File: src/rtl/matmul_pkg.sv
// matmul_pkg: state encoding and width helper for the sequential matmul.
// Signed arithmetic is enabled by defining MATMUL_SIGNED_EN.
package matmul_pkg;

  typedef enum logic [1:0] {
    LOAD,
    COMPUTE,
    OUTPUT
  } state_t;

  function automatic int acc_width(input int n, input int dw);
    return 2 * dw + $clog2(n);
  endfunction

endpackage

File: src/rtl/matmul_mac.sv
// matmul_mac: registered multiply-accumulate, cleared when k is zero.
// MATMUL_SIGNED_EN selects two's-complement operands and products.
module matmul_mac
  import matmul_pkg::*;
#(
  parameter int DW    = 8,
  parameter int ACC_W = 18
) (
  input  logic             clk,
  input  logic             rst_n,
  input  logic             en,
  input  logic             clr,
  input  logic [DW-1:0]    a,
  input  logic [DW-1:0]    b,
  output logic [ACC_W-1:0] sum
);

  localparam int PW = 2 * DW;

  logic [PW-1:0]    prod;
  logic [ACC_W-1:0] ext;
  logic [ACC_W-1:0] acc;

`ifdef MATMUL_SIGNED_EN
  assign prod = $signed({{DW{a[DW-1]}}, a})
              * $signed({{DW{b[DW-1]}}, b});
  assign ext  = {{(ACC_W-PW){prod[PW-1]}}, prod};
`else
  assign prod = {{DW{1'b0}}, a} * {{DW{1'b0}}, b};
  assign ext  = {{(ACC_W-PW){1'b0}}, prod};
`endif

  assign sum = (clr ? '0 : acc) + ext;

  always_ff @(posedge clk or negedge rst_n) begin
    if (!rst_n) begin
      acc <= '0;
    end else if (en) begin
      acc <= sum;
    end
  end

endmodule

File: src/rtl/matmul_seq_engine.sv
// matmul_seq_engine: streaming C = A x B for NxN operands, one MAC/cycle.
// Define MATMUL_SIGNED_EN for two's-complement arithmetic (in matmul_mac).
module matmul_seq_engine
  import matmul_pkg::*;
#(
  parameter int  N     = 3,
  parameter int  DW    = 8,
  localparam int ACC_W = acc_width(N, DW)
) (
  input  logic             clk,
  input  logic             rst_n,
  input  logic [DW-1:0]    in_data,
  input  logic             in_valid,
  output logic             in_ready,
  input  logic             abort,
  output logic [ACC_W-1:0] out_data,
  output logic             out_valid,
  input  logic             out_ready,
  output logic             busy,
  output logic             done
);

  localparam int NN = N * N;
  localparam int KW = $clog2(N);
  localparam int CW = $clog2(NN);
  localparam int OW = $clog2(2 * NN);

  localparam logic [KW-1:0] KMAX = KW'(N - 1);
  localparam logic [CW-1:0] CMAX = CW'(NN - 1);
  localparam logic [CW-1:0] C0   = '0;
  localparam logic [OW-1:0] OMAX = OW'(2 * NN - 1);

  state_t state_q, state_d;

  logic [OW-1:0]    ld_cnt;
  logic [KW-1:0]    i_q, j_q, k_q;
  logic [CW-1:0]    idx_q;
  logic [DW-1:0]    op_mem [2*NN];
  logic [ACC_W-1:0] c_mem  [NN];

  logic             in_fire, out_fire, run;
  logic             last_in, last_mac, last_out, k_last;
  logic [OW-1:0]    a_addr, b_addr;
  logic [CW-1:0]    c_addr;
  logic [ACC_W-1:0] mac_sum;

  assign in_ready  = (state_q == LOAD) && !abort;
  assign out_valid = (state_q == OUTPUT) && !abort;
  assign in_fire   = in_valid && in_ready;
  assign out_fire  = out_valid && out_ready;
  assign run       = (state_q == COMPUTE) && !abort;

  assign last_in  = (ld_cnt == OMAX);
  assign k_last   = (k_q == KMAX);
  assign last_mac = k_last && (j_q == KMAX) && (i_q == KMAX);
  assign last_out = (idx_q == CMAX);

  // A is stored first, B follows at offset N*N
  assign a_addr = OW'(int'(i_q) * N + int'(k_q));
  assign b_addr = OW'(NN + int'(k_q) * N + int'(j_q));
  assign c_addr = CW'(int'(i_q) * N + int'(j_q));

  matmul_mac #(
    .DW    (DW),
    .ACC_W (ACC_W)
  ) u_mac (
    .clk   (clk),
    .rst_n (rst_n),
    .en    (run),
    .clr   (k_q == '0),
    .a     (op_mem[a_addr]),
    .b     (op_mem[b_addr]),
    .sum   (mac_sum)
  );

  always_comb begin
    state_d = state_q;
    if (abort) begin
      state_d = LOAD;
    end else begin
      unique case (state_q)
        LOAD:    if (in_fire && last_in)   state_d = COMPUTE;
        COMPUTE: if (last_mac)             state_d = OUTPUT;
        OUTPUT:  if (out_fire && last_out) state_d = LOAD;
        default: state_d = LOAD;
      endcase
    end
  end

  always_ff @(posedge clk or negedge rst_n) begin
    if (!rst_n) begin
      state_q <= LOAD;
      busy    <= 1'b0;
      done    <= 1'b0;
    end else begin
      state_q <= state_d;
      busy    <= (state_d != LOAD);
      done    <= out_fire && last_out;
    end
  end

  always_ff @(posedge clk or negedge rst_n) begin
    if (!rst_n) begin
      ld_cnt <= '0;
      i_q    <= '0;
      j_q    <= '0;
      k_q    <= '0;
      idx_q  <= '0;
    end else if (abort) begin
      ld_cnt <= '0;
      i_q    <= '0;
      j_q    <= '0;
      k_q    <= '0;
      idx_q  <= '0;
    end else begin
      if (in_fire) begin
        ld_cnt <= last_in ? '0 : ld_cnt + 1'b1;
      end
      if (state_q == COMPUTE) begin
        k_q <= k_last ? '0 : k_q + 1'b1;
        if (k_last) begin
          j_q <= (j_q == KMAX) ? '0 : j_q + 1'b1;
          if (j_q == KMAX) begin
            i_q <= (i_q == KMAX) ? '0 : i_q + 1'b1;
          end
        end
      end
      if (out_fire) begin
        idx_q <= last_out ? '0 : idx_q + 1'b1;
      end
    end
  end

  always_ff @(posedge clk) begin
    if (in_fire) begin
      op_mem[ld_cnt] <= in_data;
    end
    if (run && k_last) begin
      c_mem[c_addr] <= mac_sum;
    end
  end

  // out_data is preloaded with C[0] so it is valid on the first OUTPUT cycle
  always_ff @(posedge clk or negedge rst_n) begin
    if (!rst_n) begin
      out_data <= '0;
    end else if (run && last_mac) begin
      out_data <= c_mem[C0];
    end else if (out_fire && !last_out) begin
      out_data <= c_mem[idx_q + 1'b1];
    end
  end

endmodule

File: config.mk
export PLATFORM = sky130hd
export DESIGN_NAME = matmul_seq_engine
export DESIGN_NICKNAME = d
export VERILOG_FILES = /design/src/rtl/matmul_pkg.sv /design/src/rtl/matmul_mac.sv /design/src/rtl/matmul_seq_engine.sv
export SDC_FILE = /design/constraint.sdc
export NUM_CORES = 1
export LEC_CHECK = 0
export ABC_AREA = 1
export CELL_PAD_IN_SITES_DETAIL_PLACEMENT = 1
export CELL_PAD_IN_SITES_GLOBAL_PLACEMENT = 1
export CORE_ASPECT_RATIO = 1.2
export CORE_UTILIZATION = 44
export CTS_BUF_LIST = sky130_fd_sc_hd__clkbuf_8
export CTS_CLUSTER_DIAMETER = 80
export CTS_CLUSTER_SIZE = 25
export DETAILED_ROUTE_END_ITERATION = 12
export PLACE_DENSITY = 0.8
export SYNTH_ARGS = -nofsm -noshare
export SYNTH_HDL_FRONTEND = slang
export SYNTH_SLANG_ARGS = --single-unit
File: constraint.sdc
create_clock -name clk -period 18.1 [get_ports clk]
set_input_delay 1.81 -clock clk [delete_from_list [all_inputs] [get_ports clk]]
set_output_delay 1.81 -clock clk [all_outputs]
set_load 0.01 [all_outputs]
Word level (Yosys, flattened, before mapping). Memory sizes are Yosys's and may differ from the RTL's. Index checks and enable logic that the tools add are counted.

Flip-flop bits (word level): 55. Bits in writable memories: 306. Logic and storage cells: 87. Memories kept: 2.

Memory list: c_mem (words 9, width 18, rd ports 2, clocked after memory_dff 0, wr ports 1, RTL line matmul_seq_engine.sv:39) `logic [ACC_W-1:0] c_mem [NN];`; op_mem (words 18, width 8, rd ports 2, clocked after memory_dff 0, wr ports 1, RTL line matmul_seq_engine.sv:38) `logic [DW-1:0] op_mem [2*NN];`.

Add/subtract/negate cells: 10. $mul: 3. Eq/ne operators: 7. Muxes and demuxes: 30. Reductions and logical operators: 25.

Operator list (number): 18-bit 2-to-1 mux (3); 2-bit 2-to-1 mux (16); 18-bit by 16-bit adder with 18-bit output (1); 8-bit by 8-bit multiplier with 16-bit output (1); 5-bit 2-to-1 mux (3); 2-bit nonzero test (7); 1-bit logical AND (12); 4-bit 2-to-1 mux (3); 2-bit equality test, second input constant (4); 2-bit by 2-bit multiplier with 4-bit output, second input constant (2); 2-bit by 1-bit adder with 2-bit output, second input constant (3); 2-bit case mux with 3 select lines (1); 4-bit by 4-bit adder with 5-bit output, first input constant (1); 5-bit by 1-bit adder with 5-bit output, second input constant (1); 5-bit by 2-bit adder with 5-bit output (1); 5-bit by 3-bit adder with 5-bit output (1); 5-bit equality test, second input constant (1); 4-bit by 1-bit adder with 4-bit output, second input constant (1); 4-bit by 2-bit adder with 4-bit output (1); 4-bit equality test, second input constant (1); 2-bit zero test (2); 1-bit 2-to-1 mux (4); 3-bit AND reduction (1); 2-bit by 1-bit equality test with 1-bit output, second input constant (1); 2 further kinds (3).

Logic depth before layout (Yosys ltp). Gate-level depths: netlist (run 1).

Depth after elaboration: 8. Mapped depth: 34.

By module. From an unflattened synthesis (run 1), not the netlist that was laid out.

Cells, all modules: 2428. Area, all modules: 20709.9 sq um.

Modules (own cells, without submodules): matmul_seq_engine (instances 1, cells an instance 1892, area each 16972.5 sq um, sequential area each 10114.7 sq um); matmul_mac (instances 1, cells an instance 536, area each 3737.3 sq um, sequential area each 450.4 sq um).

Least setup slack after synthesis (run 1). No wires, ideal clock.

Kind: register to register. From: register j_q[1]. To: memory c_mem[0][17], data pin. Setup time: 0.277 ns. Arrival: 5.864 ns. Setup slack: 11.959 ns. Stages on the path, launching flop included: 29. Clock period less this slack: 6.141 ns. Cell sequence: dfrtp_1 -> fa_1 -> inv_1 -> fa_1 -> inv_1 -> fa_1 -> buf_2 -> inv_1 -> buf_4 -> nand3_1 -> nand3_1 -> nand2_1 -> a21oi_4 -> nand2_1 -> fa_1 -> inv_1 -> fa_1 -> inv_1 -> fa_1 -> fa_1 -> inv_1 -> ha_1 -> a21oi_1 -> nand2_1 -> nand2_1 -> nand2_1 -> nand2_1 -> nand3_1 -> and2_1.

Word-level cells in the longest chain between the ends: 4.

RTL lines: from (decl) (RTL line matmul_seq_engine.sv:36) `logic [KW-1:0] i_q, j_q, k_q;`; from (signal assigned) (RTL line matmul_seq_engine.sv:122) `j_q <= (j_q == KMAX) ? '0 : j_q + 1'b1;`; 5-bit by 2-bit adder with 5-bit output (RTL line matmul_seq_engine.sv:60) `assign b_addr = OW'(NN + int'(k_q) * N + int'(j_q));`; memory 18 x 8 bit; 8-bit by 8-bit multiplier with 16-bit output (RTL line matmul_mac.sv:29) `assign prod = {{DW{1'b0}}, a} * {{DW{1'b0}}, b};`; 18-bit by 16-bit adder with 18-bit output (RTL line matmul_mac.sv:33) `assign sum = (clr ? '0 : acc) + ext;`; named net mac_sum[17] (RTL line matmul_seq_engine.sv:45) `logic [ACC_W-1:0] mac_sum;`; to (decl) (RTL line matmul_seq_engine.sv:39).

The timed path passes the listed nets, and every way through them passes these cells.

Worst setup path after layout (run 1).
From: register j_q[1]. To: register u_mac.acc[8].

Word-level cells in the longest chain between the ends: 4.

RTL lines: 5-bit by 2-bit adder with 5-bit output (RTL line matmul_seq_engine.sv:60); memory 18 x 8 bit; 8-bit by 8-bit multiplier with 16-bit output (RTL line matmul_mac.sv:29); 18-bit by 16-bit adder with 18-bit output (RTL line matmul_mac.sv:33); named net mac_sum[8] (RTL line matmul_seq_engine.sv:45); to (signal assigned) (RTL line matmul_mac.sv:39) `acc <= sum;`; to (decl) (RTL line matmul_mac.sv:22) `logic [ACC_W-1:0] acc;`.

The timed path passes the listed nets, and every way through them passes these cells. A chain may end at the register's enable or synchronous reset.

==> key figures, run 1 <==
Pwr
  – Peak VDD IR: 55.7 uV
  – Static Leakage: 8.78 nW
  – Power per cell area: 81.5 nW/um^2

Clocking
  – CTS tree: yes
  – Hold buffer count at cts: 0
  – CTS Root Cell: clkbuf_8
  – Worst-Skew Late Latency: 650 ps
  – H-tree depth: 1
  – Post-CTS setup buffer count: 0
  – Clk buf depth: 3
  – Clock sinks: 361
  – Clock-pin slew on the worst setup and hold paths: 150 ps
  – CTS buffer count: 20
  – CTS resizes: 0

STA
  – Max frequency: 132 MHz
  – # setup viols final: 0
  – Worst slew pin tran: 1150 ps
  – Fin crit share: 42.0%
  – Slew HR: 23.0%
  – Final hold viol count: 0
  – Setup repair after global routing missed its margin: no
  – Clock Skew: 53.1 ps
  – TNS Setup: 0 ps
  – Slew Limit Fails: 0
  – Final min period: 7600 ps

Floorplan
  – Die height: 234 um
  – Die Wd: 195 um
  – Core Area: 44000 sq um
  – Die ar.: 45700 sq um
  – Initial cell density of the core: 44.8%
  – Placement row count: 84
  – Boundary Pins: 35

Global routing
  – Initial antenna violation count: 1
  – Largest net degree at the start of global routing: 95
  – Global route overflow: 0
  – Total GRT Usage: 25.2%
  – Vias in the first global route: 16125
  – First-pass GRT wire length: 89000 um

Worst setup path
  – Crit Path Class: register to register
  – Worst setup EP type: register
  – Crit path required time: 18620 ps
  – Critical Path Fanout Max: 17
  – CP startpoint kind: register
  – Critical Path AT: 8120 ps

Finish
  – Fraction of layout cells with a size suffix above 1: 4.87%
  – Commonest non-fill, non-tap cell in the layout: nand2_1
  – FILL cells: 5048
  – Final core occ: 47.4%
  – Highest-count cells in the layout ignoring fill and taps: nand2_1, nand3_1, edfxtp_1, inv_1, nor2_1
  – Area Growth Syn to Fin: 5.66%
  – Final #Nets: 2233

Synthesis
  – Post-synthesis cell type count: 36
  – Yosys reg bits: 361
  – Syn_area_per_cell: 9.32 sq um
  – Syn_nets: 2249
  – Synth warn: 0
  – Post-synth ARST share: 15.2%
  – Synth Instances: 2119
  – Post-Syn Area: 19700 sq um
  – Post-synth EDFFs: 306
  – Synth Flop Type: edfxtp_1
  – Post-synthesis sequential area ratio: 53.5%

Run
  – Max Cap Viol: 0

Routing
  – Routed vias: 15040
  – Number of vias per cell: 5.62
  – Iteration-0 DRC Markers: 872
  – Final ANT Viol Nets: 0
  – WL per Instance: 21.0 um
  – Drt total wl: 56300 um
  – DR pass1 iterations: 5
  – DR DRC count: 0

Min path
  – HP Class: register to register

Placed design
  – DPL Wire Length: 39000 um
  – RePlAce Congestion: 0.890
  – Port bufs: 34

Outcome
  – Outcome: finished, final reports clean
## layout make-up
class / count / area, sq um / share of cell area (%)
flip-flops and latches: 361 / 10600 / 50.6
well taps: 559 / 699 / 3.35
diodes: 1 / 2.50 / 0.0120
multi-input cells: 1457 / 7870 / 37.7
clock buffers: 20 / 275 / 1.32
inverters: 205 / 779 / 3.74
clock inverters: 16 / 161 / 0.774
repair buffers: 58 / 515 / 2.47
## registers in the layout (all words and copies together), names as in the netlist
signal     count
u_mac.acc     18
done           1
i_q            2
j_q            2
busy           1
op_mem       144
out_data      18
ld_cnt         5
k_q            2
state_q        2
idx_q          4
c_mem        162
## synth_stat cells, types with 6 or more instances
cell | n | area (sq um)
and2_1 | 8 | 50.1
nand2_2 | 10 | 62.6
nor2_4 | 6 | 67.6
nand2_1 | 575 | 2160
fa_1 | 55 | 1100
buf_4 | 23 | 173
inv_2 | 7 | 26.3
o211ai_1 | 18 | 135
clkbuf_1 | 17 | 63.8
o21ai_1 | 9 | 45.0
buf_6 | 10 | 113
nor2_1 | 207 | 777
inv_1 | 193 | 724
buf_2 | 43 | 215
ha_1 | 62 | 776
dfrtp_1 | 55 | 1380
a21oi_1 | 56 | 280
xor2_1 | 10 | 87.6
nand3_1 | 330 | 1650
edfxtp_1 | 306 | 9190
o21ai_0 | 87 | 435
## final timing paths
kind,from,end,slack (ps),depth (start not counted)
max,j_q[1]$_DFFE_PN0P_,u_mac.acc[8]$_DFFE_PN0P_,10500,26
min,out_data[17]$_DFFE_PN0P_,out_data[17]$_DFFE_PN0P_,490,2
max reg2reg,j_q[1]$_DFFE_PN0P_,u_mac.acc[8]$_DFFE_PN0P_,10500,26
min reg2reg,out_data[17]$_DFFE_PN0P_,out_data[17]$_DFFE_PN0P_,490,2
max in group asynchronous,rst_n,ld_cnt[4]$_DFFE_PN0P_,16180,2
min in group asynchronous,rst_n,out_data[3]$_DFFE_PN0P_,1320,2
## per-layer routing
layer | part of all wire, % | global-route usage [%] | vias to the layer above | routed length [um]
li1 | - | - | 6959 | -
met2 | 53 | 48.1 | 347 | 30100
met3 | 3.5 | 2.19 | 127 | 1960
met1 | 39 | 28.9 | 7607 | 22100
met4 | 3.8 | 10.5 | 0 | 2120
met5 | 0 | 0 | - | 0
## critical path, cell delays in order, from the launching register on
cell and delay (ps):
dfrtp_1 460, fa_1 580, inv_1 60, fa_1 350
inv_1 90, fa_1 770, inv_1 640, nand3_1 150
nand3_1 120, nand2_1 100, a21oi_1 300, nand2_1 130
fa_1 530, fa_1 560, inv_1 50, fa_1 470
inv_1 50, fa_1 480, inv_1 40, ha_1 350
nand2_1 110, inv_1 60, nand2_1 50, nand2_1 150
xor2_1 630, nand2_1 100, o21ai_0 100
## report_power, final
group	switching [W]	total (W)	internal, W
registers	0.0000104	0.00100	0.000992
clock network	0.000272	0.000414	0.000142
logic	0.000201	0.000284	0.0000830
## kinds of logic (layout without fill, tap and decap cells)
group | count (synthesis) | in the layout | share of synthesized area (%)
AOI/OAI and AO/OA | 177 | 177 | 4.87
xor gates and xnor gates | 12 | 12 | 0.532
adders and majority gates | 117 | 117 | 9.50
buffers and inverters | 301 | 299 | 6.86
DFF | 361 | 361 | 53.5
other | 0 | 1 | 0
and+or+nand+nor | 1151 | 1151 | 24.7
## per-stage QoR
stage | cell area, sq um | setup WS [ps] | total power, W | cells | hold slack, ps
2_1_floorplan | 19700 | 11960 | 0.00120 | 2119 | 449
3_3_place_gp | 20400 | 10900 | 0.00129 | 2640 | 461
4_1_cts | 20900 | 10500 | 0.00171 | 2676 | 499
6_report | 20900 | 10500 | 0.00170 | 2677 | 494
3_5_place_dp | 20400 | 10550 | 0.00131 | 2640 | 465
5_1_grt | 20900 | 10090 | 0.00177 | 2677 | 517
Note: power is estimated with default switching activity, not from simulation.
==> run 2, diff against run 1 <==
==> constraint.sdc (replaced) <==
create_clock -name clk -period 7.4 [get_ports clk]
set_input_delay 0.74 -clock clk [delete_from_list [all_inputs] [get_ports clk]]
set_output_delay 0.74 -clock clk [all_outputs]
set_load 0.01 [all_outputs]
==> key figures, run 2 (synthesis results as in run 1) <==
Routing
  – DR DRC count: 0 (unchanged)
  – Drt total wl: 57100 um (+1.6%)
  – WL per Instance: 21.3 um (+1.3%)
  – Number of vias per cell: 5.62 (about the same)
  – Routed vias: 15094 (+0.36%)
  – Final ANT Viol Nets: 0 (unchanged)
  – DR pass1 iterations: 5 (unchanged)
  – Iteration-0 DRC Markers: 1009 (+16%)

Finish
  – FILL cells: 5066 (+0.36%)
  – Commonest non-fill, non-tap cell in the layout: nand2_1
  – Area Growth Syn to Fin: 6.11%
  – Final instance area: 21000 sq um (+0.43%)
  – Highest-count cells in the layout ignoring fill and taps: nand2_1, nand3_1, edfxtp_1, inv_1, nor2_1
  – Largest register by flop count: c_mem
  – Largest register FFs: 162 (unchanged)
  – Non-filler cells in the finished layout: 2685 (+0.30%)
  – Fraction of layout cells with a size suffix above 1: 5.27% (+0.41 points)
  – Biggest regs: c_mem x162, op_mem x144
  – Final #Nets: 2241 (+0.36%)

Floorplan
  – Placement row count: 84 (unchanged)
  – Core Area: 44000 sq um (unchanged)
  – Die Wd: 195 um (unchanged)
  – Die ar.: 45700 sq um (unchanged)
  – Die height: 234 um (unchanged)
  – Boundary Pins: 35 (unchanged)
  – Initial cell density of the core: 44.8% (unchanged)

Global routing
  – Vias in the first global route: 16542 (+2.6%)
  – Largest net degree at the start of global routing: 95 (unchanged)
  – Total GRT Usage: 25.7% (+0.52 points)
  – Initial antenna violation count: 1 (unchanged)
  – First-pass GRT wire length: 91100 um (+2.4%)
  – Global route overflow: 0 (unchanged)

STA
  – Slew Limit Fails: 0 (unchanged)
  – Slew HR: 14.2% (-8.8 points)
  – # setup viols final: 0 (unchanged)
  – Setup repair after global routing missed its margin: no
  – Final min period: 7010 ps (-598 ps)
  – Fin crit share: 94.7% (+53 points)
  – TNS Setup: 0 ps (unchanged)
  – Final hold viol count: 0 (unchanged)
  – Max frequency: 143 MHz (+8.5%)
  – Worst hold slack: 249 ps (-245 ps)
  – Worst slew pin tran: 1280 ps (+132 ps)
  – Clock Skew: 28.8 ps (-24.3 ps)

Clocking
  – CTS buffer count: 20 (unchanged)
  – CTS Root Cell: clkbuf_8
  – Clock sinks: 361 (unchanged)
  – Post-CTS setup buffer count: 0 (unchanged)
  – CTS tree: yes
  – H-tree depth: 1 (unchanged)
  – CTS resizes: 0 (unchanged)
  – Clk buf depth: 3 (unchanged)
  – Clock-pin slew on the worst setup and hold paths: 160 ps (about the same)
  – Worst-Skew Late Latency: 630 ps (-20 ps)
  – Hold buffer count at cts: 0 (unchanged)

Worst setup path
  – Critical Path AT: 7440 ps (-680 ps)
  – FF-to-FF End: c_mem[3][13]$_DFFE_PP_
  – R2R Path Start: k_q[1]$_DFFE_PN0P_
  – R2R cell count: 27 (+3.8%)
  – Critical Path Fanout Max: 16 (-1)
  – CP startpoint kind: register
  – Worst setup EP type: register
  – Crit path required time: 7830 ps (-10790 ps)
  – R2r setup slk: 390 ps (-10100 ps)
  – Crit Path Class: register to register

Pwr
  – Static Leakage: 8.84 nW (+0.64%)
  – Peak VDD IR: 209 uV (+280%)
  – Power per cell area: 201 nW/um^2 (+150%)

Placed design
  – Port bufs: 34 (unchanged)
  – RePlAce Congestion: 0.886 (-0.43%)
  – DPL Wire Length: 39700 um (+1.8%)
  – Dpl cell area: 20500 sq um (+0.36%)
  – Dpl cells: 2648 (+0.30%)

Run
  – Max Cap Viol: 0 (unchanged)

Outcome
  – Outcome: finished, final reports clean

Min path
  – HP Class: input pin to async pin
run 2: per-stage QoR:
stage / utilization (%) / total power [W] / setup slack [ps]
after CTS: 47.5 / 0.00422 / 354
final: 47.6 / 0.00421 / 394
after floorplan: - / 0.00294 / 1260
after global placement: 46.6 / 0.00316 / 741
after global routing: 47.6 / 0.00437 / 49.3
after detailed placement: 46.6 / 0.00321 / 374
run 2: worst max path at each step:
| stage | endpoint | cells past startpoint | from | slack [ps] |
|---|---|---|---|---|
| finish | c_mem[3][13]$_DFFE_PP_ | 27 | k_q[1]$_DFFE_PN0P_ | 390 |
| global route | c_mem[0][16]$_DFFE_PP_ | 27 | k_q[1]$_DFFE_PN0P_ | 50 |
| CTS | u_mac.acc[10]$_DFFE_PN0P_ | 26 | k_q[1]$_DFFE_PN0P_ | 350 |
| detailed placement | u_mac.acc[10]$_DFFE_PN0P_ | 26 | k_q[1]$_DFFE_PN0P_ | 370 |
| global placement | c_mem[4][13]$_DFFE_PP_ | 26 | k_q[1]$_DFFE_PN0P_ | 740 |
| floorplan | c_mem[0][17]$_DFFE_PP_ | 28 | j_q[1]$_DFFE_PN0P_ | 1260 |
run 2: area by class of cell:
cell class	instances	area, sq um	share of cell area (%)
Clock inverter	15	150	0.716
Antenna cell	1	2.50	0.0119
Multi-Input combinational cell	1457	7880	37.6
Clock buffer	21	289	1.38
Sequential cell	361	10600	50.4
Tap cell	559	699	3.34
Timing Repair Buffer	66	588	2.81
Inverter	205	779	3.72
run 2: layer usage:
metal / track usage (%) / up-vias / share of wire, %
met1: 29.4 / 7575 / 39
met2: 48.3 / 400 / 53
met5: 0 / - / 0
li1: - / 6974 / -
met3: 2.53 / 145 / 4.1
met4: 12.1 / 0 / 4.4
run 2: worst max-delay path, stage by stage, from the launching register on:
cell,delay (ps)
dfrtp_1,500
fa_1,560
inv_1,60
fa_1,350
inv_1,80
fa_1,440
inv_1,510
nand3_1,190
nand3_1,130
nand2_1,110
a21oi_4,210
nand2_1,110
fa_1,520
inv_1,60
fa_1,490
inv_1,50
fa_1,490
fa_1,490
inv_1,40
ha_1,330
a21oi_1,160
nand2_1,120
nand2_1,80
nand2_1,110
nand2_1,170
nand2_1,80
nand2_1,80
and2_1,300
run 2: where the power goes:
part | switching [W] | leakage, nW | total, W | internal (W)
Combinational | 0.000500 | 5.11 | 0.000718 | 0.000218
Sequential | 0.0000271 | 3.48 | 0.00245 | 0.00243
Clock | 0.000685 | 0.249 | 0.00104 | 0.000357
Total | 0.00121 | 8.84 | 0.00421 | 0.00300
